==> src/rtl/mips_ctrl_pkg.sv <==
// mips_ctrl_pkg: shared opcodes, FSM states and datapath mux encodings for the multi-cycle MIPS controller
package mips_ctrl_pkg;
   localparam logic [5:0] OP_RFORMAT = 6'd0;
   localparam logic [5:0] OP_JAL     = 6'd3;
   localparam logic [5:0] OP_BEQ     = 6'd4;
   localparam logic [5:0] OP_BNE     = 6'd5;
   localparam logic [5:0] OP_ADDI    = 6'd8;
   localparam logic [5:0] OP_ANDI    = 6'd12;
   localparam logic [5:0] OP_LW      = 6'd35;
   localparam logic [5:0] OP_SW      = 6'd43;

   typedef enum logic [3:0] {
      S_IDLE     = 4'd0,
      S_FETCH    = 4'd1,
      S_DECODE   = 4'd2,
      S_MEM_ADDR = 4'd3,
      S_MEM_RD   = 4'd4,
      S_MEM_WB   = 4'd5,
      S_MEM_WR   = 4'd6,
      S_R_EXEC   = 4'd7,
      S_R_WB     = 4'd8,
      S_I_EXEC   = 4'd9,
      S_I_WB     = 4'd10,
      S_BRANCH   = 4'd11,
      S_JAL      = 4'd12,
      S_ERROR    = 4'd13
   } state_e;

   localparam logic [1:0] ALU_ADD   = 2'b00;
   localparam logic [1:0] ALU_SUB   = 2'b01;
   localparam logic [1:0] ALU_FUNCT = 2'b10;
   localparam logic [1:0] ALU_AND   = 2'b11;

   localparam logic [1:0] SRCB_B    = 2'b00;
   localparam logic [1:0] SRCB_4    = 2'b01;
   localparam logic [1:0] SRCB_IMM  = 2'b10;
   localparam logic [1:0] SRCB_IMM4 = 2'b11;

   localparam logic [1:0] PCS_ALU    = 2'b00;
   localparam logic [1:0] PCS_ALUOUT = 2'b01;
   localparam logic [1:0] PCS_JUMP   = 2'b10;

   localparam logic [1:0] DST_RT = 2'b00;
   localparam logic [1:0] DST_RD = 2'b01;
   localparam logic [1:0] DST_RA = 2'b10;

   localparam logic [1:0] M2R_ALUOUT = 2'b00;
   localparam logic [1:0] M2R_MDR    = 2'b01;
   localparam logic [1:0] M2R_PC     = 2'b10;
endpackage

==> src/rtl/mem_wait_timer.sv <==
// mem_wait_timer: counts consecutive memory wait cycles and flags the last allowed one
// Ports: clk, rst_n (async active-low); clear_i zeroes the count; count_i adds one wait cycle;
//        expired_o is high when the current wait cycle is the MEM_TIMEOUT-th (never if MEM_TIMEOUT=0).
module mem_wait_timer #(
   parameter int MEM_TIMEOUT = 16
) (
   input  logic clk,
   input  logic rst_n,
   input  logic clear_i,
   input  logic count_i,
   output logic expired_o
);
   localparam int W = MEM_TIMEOUT > 0 ? $clog2(MEM_TIMEOUT + 1) : 1;
   localparam logic [W-1:0] LAST = W'(MEM_TIMEOUT > 0 ? MEM_TIMEOUT - 1 : 0);
   logic [W-1:0] cnt_q, cnt_d;
   // saturate instead of wrapping so a disabled timeout never aliases back to zero
   always_comb cnt_d = clear_i ? '0 : (count_i && cnt_q != '1) ? cnt_q + 1'b1 : cnt_q;
   always_ff @(posedge clk or negedge rst_n)
      if (!rst_n) cnt_q <= '0;
      else cnt_q <= cnt_d;
   assign expired_o = (MEM_TIMEOUT != 0) && count_i && cnt_q == LAST;
endmodule

==> src/rtl/multicycle_control.sv <==
// multicycle_control: Moore-style multi-cycle MIPS control FSM with memory wait/timeout handling
// Ports: clk, rst_n (async active-low); opcode_i = IR[31:26]; mem_ready_i = memory access completes;
//        outputs drive PC/IR/regfile/ALU/memory enables and mux selects of the shared datapath,
//        plus illegal_op_o (1-cycle pulse), bus_error_o (sticky) and state_dbg_o (state encoding).
module multicycle_control
   import mips_ctrl_pkg::*;
#(
   parameter int MEM_TIMEOUT = 16,
   parameter int SUPPORT_BNE = 1
) (
   input  logic       clk,
   input  logic       rst_n,
   input  logic [5:0] opcode_i,
   input  logic       mem_ready_i,
   output logic       pc_write_o,
   output logic       pc_write_cond_o,
   output logic       branch_ne_o,
   output logic [1:0] pc_source_o,
   output logic       iord_o,
   output logic       mem_read_o,
   output logic       mem_write_o,
   output logic       ir_write_o,
   output logic [1:0] reg_dst_o,
   output logic [1:0] mem_to_reg_o,
   output logic       reg_write_o,
   output logic       alu_src_a_o,
   output logic [1:0] alu_src_b_o,
   output logic [1:0] alu_op_o,
   output logic       illegal_op_o,
   output logic       bus_error_o,
   output logic [3:0] state_dbg_o
);
   state_e state_q, state_d;
   logic   waiting, expired;

   // only the three memory-handshake states accumulate wait cycles
   assign waiting = (state_q == S_FETCH || state_q == S_MEM_RD || state_q == S_MEM_WR) && !mem_ready_i;

   mem_wait_timer #(.MEM_TIMEOUT(MEM_TIMEOUT)) u_timer (
      .clk      (clk),
      .rst_n    (rst_n),
      .clear_i  (state_d != state_q),
      .count_i  (waiting),
      .expired_o(expired)
   );

   always_ff @(posedge clk or negedge rst_n)
      if (!rst_n) state_q <= S_IDLE;
      else state_q <= state_d;

   always_comb begin
      state_d         = state_q;
      pc_write_o      = 1'b0;
      pc_write_cond_o = 1'b0;
      branch_ne_o     = 1'b0;
      pc_source_o     = PCS_ALU;
      iord_o          = 1'b0;
      mem_read_o      = 1'b0;
      mem_write_o     = 1'b0;
      ir_write_o      = 1'b0;
      reg_dst_o       = DST_RT;
      mem_to_reg_o    = M2R_ALUOUT;
      reg_write_o     = 1'b0;
      alu_src_a_o     = 1'b0;
      alu_src_b_o     = SRCB_B;
      alu_op_o        = ALU_ADD;
      illegal_op_o    = 1'b0;
      bus_error_o     = 1'b0;
      case (state_q)
         S_IDLE: state_d = S_FETCH;
         S_FETCH: begin
            mem_read_o  = 1'b1;
            alu_src_b_o = SRCB_4;
            // IR and PC+4 load in the completing cycle itself
            ir_write_o  = mem_ready_i;
            pc_write_o  = mem_ready_i;
            state_d     = mem_ready_i ? S_DECODE : expired ? S_ERROR : S_FETCH;
         end
         S_DECODE: begin
            alu_src_b_o = SRCB_IMM4;
            case (opcode_i)
               OP_RFORMAT:      state_d = S_R_EXEC;
               OP_ADDI, OP_ANDI: state_d = S_I_EXEC;
               OP_LW, OP_SW:    state_d = S_MEM_ADDR;
               OP_BEQ:          state_d = S_BRANCH;
               OP_JAL:          state_d = S_JAL;
               OP_BNE: begin
                  state_d      = SUPPORT_BNE != 0 ? S_BRANCH : S_FETCH;
                  illegal_op_o = SUPPORT_BNE == 0;
               end
               default: begin
                  state_d      = S_FETCH;
                  illegal_op_o = 1'b1;
               end
            endcase
         end
         S_MEM_ADDR: begin
            alu_src_a_o = 1'b1;
            alu_src_b_o = SRCB_IMM;
            state_d     = opcode_i == OP_LW ? S_MEM_RD : opcode_i == OP_SW ? S_MEM_WR : S_FETCH;
         end
         S_MEM_RD: begin
            mem_read_o = 1'b1;
            iord_o     = 1'b1;
            state_d    = mem_ready_i ? S_MEM_WB : expired ? S_ERROR : S_MEM_RD;
         end
         S_MEM_WB: begin
            reg_write_o  = 1'b1;
            mem_to_reg_o = M2R_MDR;
            state_d      = S_FETCH;
         end
         S_MEM_WR: begin
            mem_write_o = 1'b1;
            iord_o      = 1'b1;
            state_d     = mem_ready_i ? S_FETCH : expired ? S_ERROR : S_MEM_WR;
         end
         S_R_EXEC: begin
            alu_src_a_o = 1'b1;
            alu_op_o    = ALU_FUNCT;
            state_d     = S_R_WB;
         end
         S_R_WB: begin
            reg_write_o = 1'b1;
            reg_dst_o   = DST_RD;
            state_d     = S_FETCH;
         end
         S_I_EXEC: begin
            alu_src_a_o = 1'b1;
            alu_src_b_o = SRCB_IMM;
            alu_op_o    = opcode_i == OP_ANDI ? ALU_AND : ALU_ADD;
            state_d     = S_I_WB;
         end
         S_I_WB: begin
            reg_write_o = 1'b1;
            state_d     = S_FETCH;
         end
         S_BRANCH: begin
            alu_src_a_o     = 1'b1;
            alu_op_o        = ALU_SUB;
            pc_write_cond_o = 1'b1;
            pc_source_o     = PCS_ALUOUT;
            branch_ne_o     = opcode_i == OP_BNE;
            state_d         = S_FETCH;
         end
         S_JAL: begin
            // PC already holds PC+4 from FETCH, so it is the link value
            reg_write_o  = 1'b1;
            reg_dst_o    = DST_RA;
            mem_to_reg_o = M2R_PC;
            pc_write_o   = 1'b1;
            pc_source_o  = PCS_JUMP;
            state_d      = S_FETCH;
         end
         S_ERROR: bus_error_o = 1'b1;
         default: state_d = S_IDLE;
      endcase
   end

   assign state_dbg_o = state_q;
endmodule

==> config.mk <==
export PLATFORM = sky130hd
export DESIGN_NAME = multicycle_control
export DESIGN_NICKNAME = d
export VERILOG_FILES = /design/src/rtl/mips_ctrl_pkg.sv /design/src/rtl/mem_wait_timer.sv /design/src/rtl/multicycle_control.sv
export SDC_FILE = /design/constraint.sdc
export NUM_CORES = 1
export LEC_CHECK = 0
export BUFFER_PORTS_ARGS = -buffer_cell sky130_fd_sc_hd__buf_2
export CAP_MARGIN = 20
export CORE_UTILIZATION = 44
export DETAILED_ROUTE_END_ITERATION = 12
export PLACE_DENSITY = 0.77
export SLEW_MARGIN = 10
export SYNTH_ARGS = -nofsm -noshare
export SYNTH_HDL_FRONTEND = slang
export SYNTH_SLANG_ARGS = --single-unit
export TNS_END_PERCENT = 50
==> constraint.sdc <==
create_clock -name clk -period 6.57 [get_ports clk]
set_input_delay 1.314 -clock clk [delete_from_list [all_inputs] [get_ports clk]]
set_output_delay 1.314 -clock clk [all_outputs]
set_load 0.005 [all_outputs]
==> reports/qor.log <==
[timing] Sum Neg Setup Slack 0 ns
[timing] Rel. slew slack 45.9%
[clock_network] # clock sinks 9
[yosys] total standard cell area after synthesis 1070 um2
[clock_network] CTS Root Cell sky130_fd_sc_hd__clkbuf_4
[yosys] library cell occupying the most area in the post-synthesis netlist sky130_fd_sc_hd__dfrtp_1
[timing] Setup Viol. Count Final 0
[run] Max-Cap Viols 0
[critical_path] largest fanout of any net on the critical path 8
[clock_network] number of buffers created by CTS 3
[placed_design] placed inst area 1210 um2
[detailed_routing] total DRC errors in the routed layout 0
[cells_and_area] post-route insts no fill 193
[yosys] total of flip-flops plus latches after synthesis 9
[grt] overall overflow remaining after global route 0
[detailed_routing] DRT iter0 DRCs 13
[detailed_routing] number of detailed-route iterations in the first pass 6
[grt] antenna violations before repair 0
[detailed_routing] average wire length per cell after detail routing 12.9 um
[yosys] top-area cell type share of the netlist area 21.1%
[timing] number of hold-slack violations in the final timing report 0
[power_and_ir_drop] leakage 0.575 nW
[timing] Final Slew Violations 0
[worst_hold_path] worst min-delay path category flip-flop to flip-flop
[cells_and_area] Layout Cell Area excl Fill 1240 um2
[timing] shortest period the worst path allows 3.62 ns
[timing] final worst path period share 55.0%
[detailed_routing] total routed wirelength 2490 um
[critical_path] crit path launch opcode_i[1]
[detailed_routing] number of antenna-violating nets in the routed design 0
[yosys] cells after synthesis 139
[timing] setup repair after global routing missed its margin no
[floorplan] I/O Pins 34
[floorplan] Initial Util 47.3%
[critical_path] CP Capture Type output pin
[grt] all-layer global routing usage 20.0%
[yosys] top post-synthesis cells by count sky130_fd_sc_hd__nor3_1, sky130_fd_sc_hd__nor2_1, sky130_fd_sc_hd__nand2_1, sky130_fd_sc_hd__dfrtp_1
[critical_path] crit path launch type input pin
[yosys] Synth Warn # 0
[critical_path] startpoint of the lowest-slack register-to-register path u_timer.cnt_q[0]
[clock_network] Clock Path Buffers 2
[grt] vias in the first global route 925
[yosys] per-instance average area after synthesis 7.68 um2
[clock_network] Post-CTS Setup Repair Bufs 0
[cells_and_area] growth of design area from synthesis to finish 15.9%
[placed_design] Port-buffer cells 33
[yosys] biggest area contributors in the synthesized netlist sky130_fd_sc_hd__dfrtp_1, sky130_fd_sc_hd__nor3_1, sky130_fd_sc_hd__nor2_1
[cells_and_area] number of antenna cells inserted 0
[clock_network] clock tree from TritonCTS built
[grt] wire length of the first global-routing pass 4060 um
[timing] Post-Route Skew 0.000369 ns
[clock_network] number of levels in the clock H-tree 1
[cells_and_area] layout cell share with drive strength beyond 1 27.9%
[clock_network] Clk Latency, worst-skew pair 0.25 ns
[floorplan] standard cell core area 2250 um2
[power_and_ir_drop] Pwr per Cell Area 263 nW/um2
[yosys] Post-synth EDFFs 0
[run_status] run status complete, no violations
[critical_path] data arrival time of the worst path 2.30 ns
[floorplan] number of placement rows 17
[timing] fmax 277 MHz
[clock_network] cts repair resizes 0
[placed_design] placed instance count 189
[placed_design] DP HPWL 1880 um
[yosys] portion of the post-synthesis area used by sequential elements 21.1%
[worst_hold_path] critical hold path startpoint u_timer.cnt_q[0]
[detailed_routing] via/cell ratio 5.70
[yosys] share of flip-flops with an asynchronous set or reset after synthesis 100%
[floorplan] Die X-Extent 51.3 um
[grt] pin count of the biggest net entering global routing 29
[yosys] most repeated cell in the gate-level netlist after synthesis sky130_fd_sc_hd__nor3_1
[power_and_ir_drop] maximum resistive drop on vdd 0.000167 V
[yosys] library cells used by synthesis 48
[yosys] most used flip-flop cell after synthesis sky130_fd_sc_hd__dfrtp_1
[detailed_routing] Vias 1,100
[floorplan] total die area 2630 um2
[clock_network] hold-fix buffer count after cts 0
[placed_design] global placer's final weighted congestion 0.836
[floorplan] die height 51.3 um
[timing] worst-margin pin slew 0.811 ns
[cells_and_area] net total in the final layout 178
[critical_path] required time of the worst setup path 5.26 ns
[critical_path] Crit Path Class input pin to output pin
[yosys] synthesized net count 151
[clock_network] clock slew at reported path FFs 0.06 ns
area by class of cell:
type	count	area [um2]
Multi-Input combinational cell	117	778
Inverter	2	7.51
Fill cell	239	1020
Tap cell	28	35.0
Clock buffer	4	26.3
Timing Repair Buffer	33	165
Sequential cell	9	225
state kept, by name, summed over array words and instances, names as in the netlist:
signal         count
u_timer.cnt_q      5
state_dbg_o        4
where the power goes:
| group | switching, W | leakage (nW) | total [W] | internal, W |
|---|---|---|---|---|
| Combinational | 0.0000911 | 0.439 | 0.000177 | 0.0000857 |
| Clock | 0.0000192 | 0.0150 | 0.0000426 | 0.0000234 |
| Sequential | 0.0000414 | 0.121 | 0.000106 | 0.0000650 |
layout by cell type (no fill, tap or decap), types with 5 or more instances in the layout:
master / count
sky130_fd_sc_hd__buf_2: 33
sky130_fd_sc_hd__nor3_1: 15
sky130_fd_sc_hd__nor2_1: 14
sky130_fd_sc_hd__nand2_1: 10
sky130_fd_sc_hd__dfrtp_1: 9
sky130_fd_sc_hd__nand2b_1: 7
sky130_fd_sc_hd__o21ai_0: 7
sky130_fd_sc_hd__nor2b_1: 6
sky130_fd_sc_hd__a21oi_1: 5
per-layer routing:
layer | part of all wire [%] | global-route usage, % | wire [um] | vias to the layer above
met2 | 46 | 31.1 | 1140 | 26
met5 | 0 | 0 | 0 | -
met4 | 0.56 | 8.56 | 14 | 0
met3 | 3.9 | 1.19 | 98 | 2
li1 | - | - | - | 567
met1 | 49 | 28.4 | 1230 | 505
critical path: stages:
cell,delay (ns)
sky130_fd_sc_hd__buf_2,0.14
sky130_fd_sc_hd__nor3_1,0.33
sky130_fd_sc_hd__a31oi_1,0.13
sky130_fd_sc_hd__nor3b_1,0.23
sky130_fd_sc_hd__buf_2,0.15
path summary, 6_finish.rpt:
check / endpoint / slack, ns / depth (start not counted)
max in group asynchronous: state_dbg_o[1] / 5.49 / 1
min in group asynchronous: u_timer.cnt_q[2] / 0.90 / 1
worst max-delay path: alu_op_o[0] / 2.95 / 5
worst min register to register: u_timer.cnt_q[0] / 0.60 / 2
worst min-delay path: u_timer.cnt_q[0] / 0.60 / 2
worst max register to register: u_timer.cnt_q[4] / 4.21 / 9
stage by stage:
stage               utilization (%)  hold slack [ns]  worst slack, ns  power (W)
floorplan                         -            0.549             3.35   0.000237
global placement               53.7            0.570             3.04   0.000279
detailed placement             53.7            0.591             2.99   0.000284
CTS                            54.9            0.602             2.99   0.000328
global route                   54.9            0.624             2.86   0.000352
finish                         54.9            0.598             2.95   0.000326
cells by family (layout without fill, tap and decap cells):
| family | Yosys count | after routing | share of synthesized area (%) |
|---|---|---|---|
| multiplexers | 3 | 3 | 2.81 |
| buffers and inverters | 13 | 39 | 5.98 |
| AO/OA/AOI/OAI | 29 | 29 | 18.9 |
| AND/OR/NAND/NOR | 77 | 77 | 43.6 |
| XOR/XNOR | 5 | 5 | 4.10 |
| adder cells (fa/ha/maj) | 3 | 3 | 3.52 |
| flip-flops | 9 | 9 | 21.1 |
(Power assumes the default switching activity.)
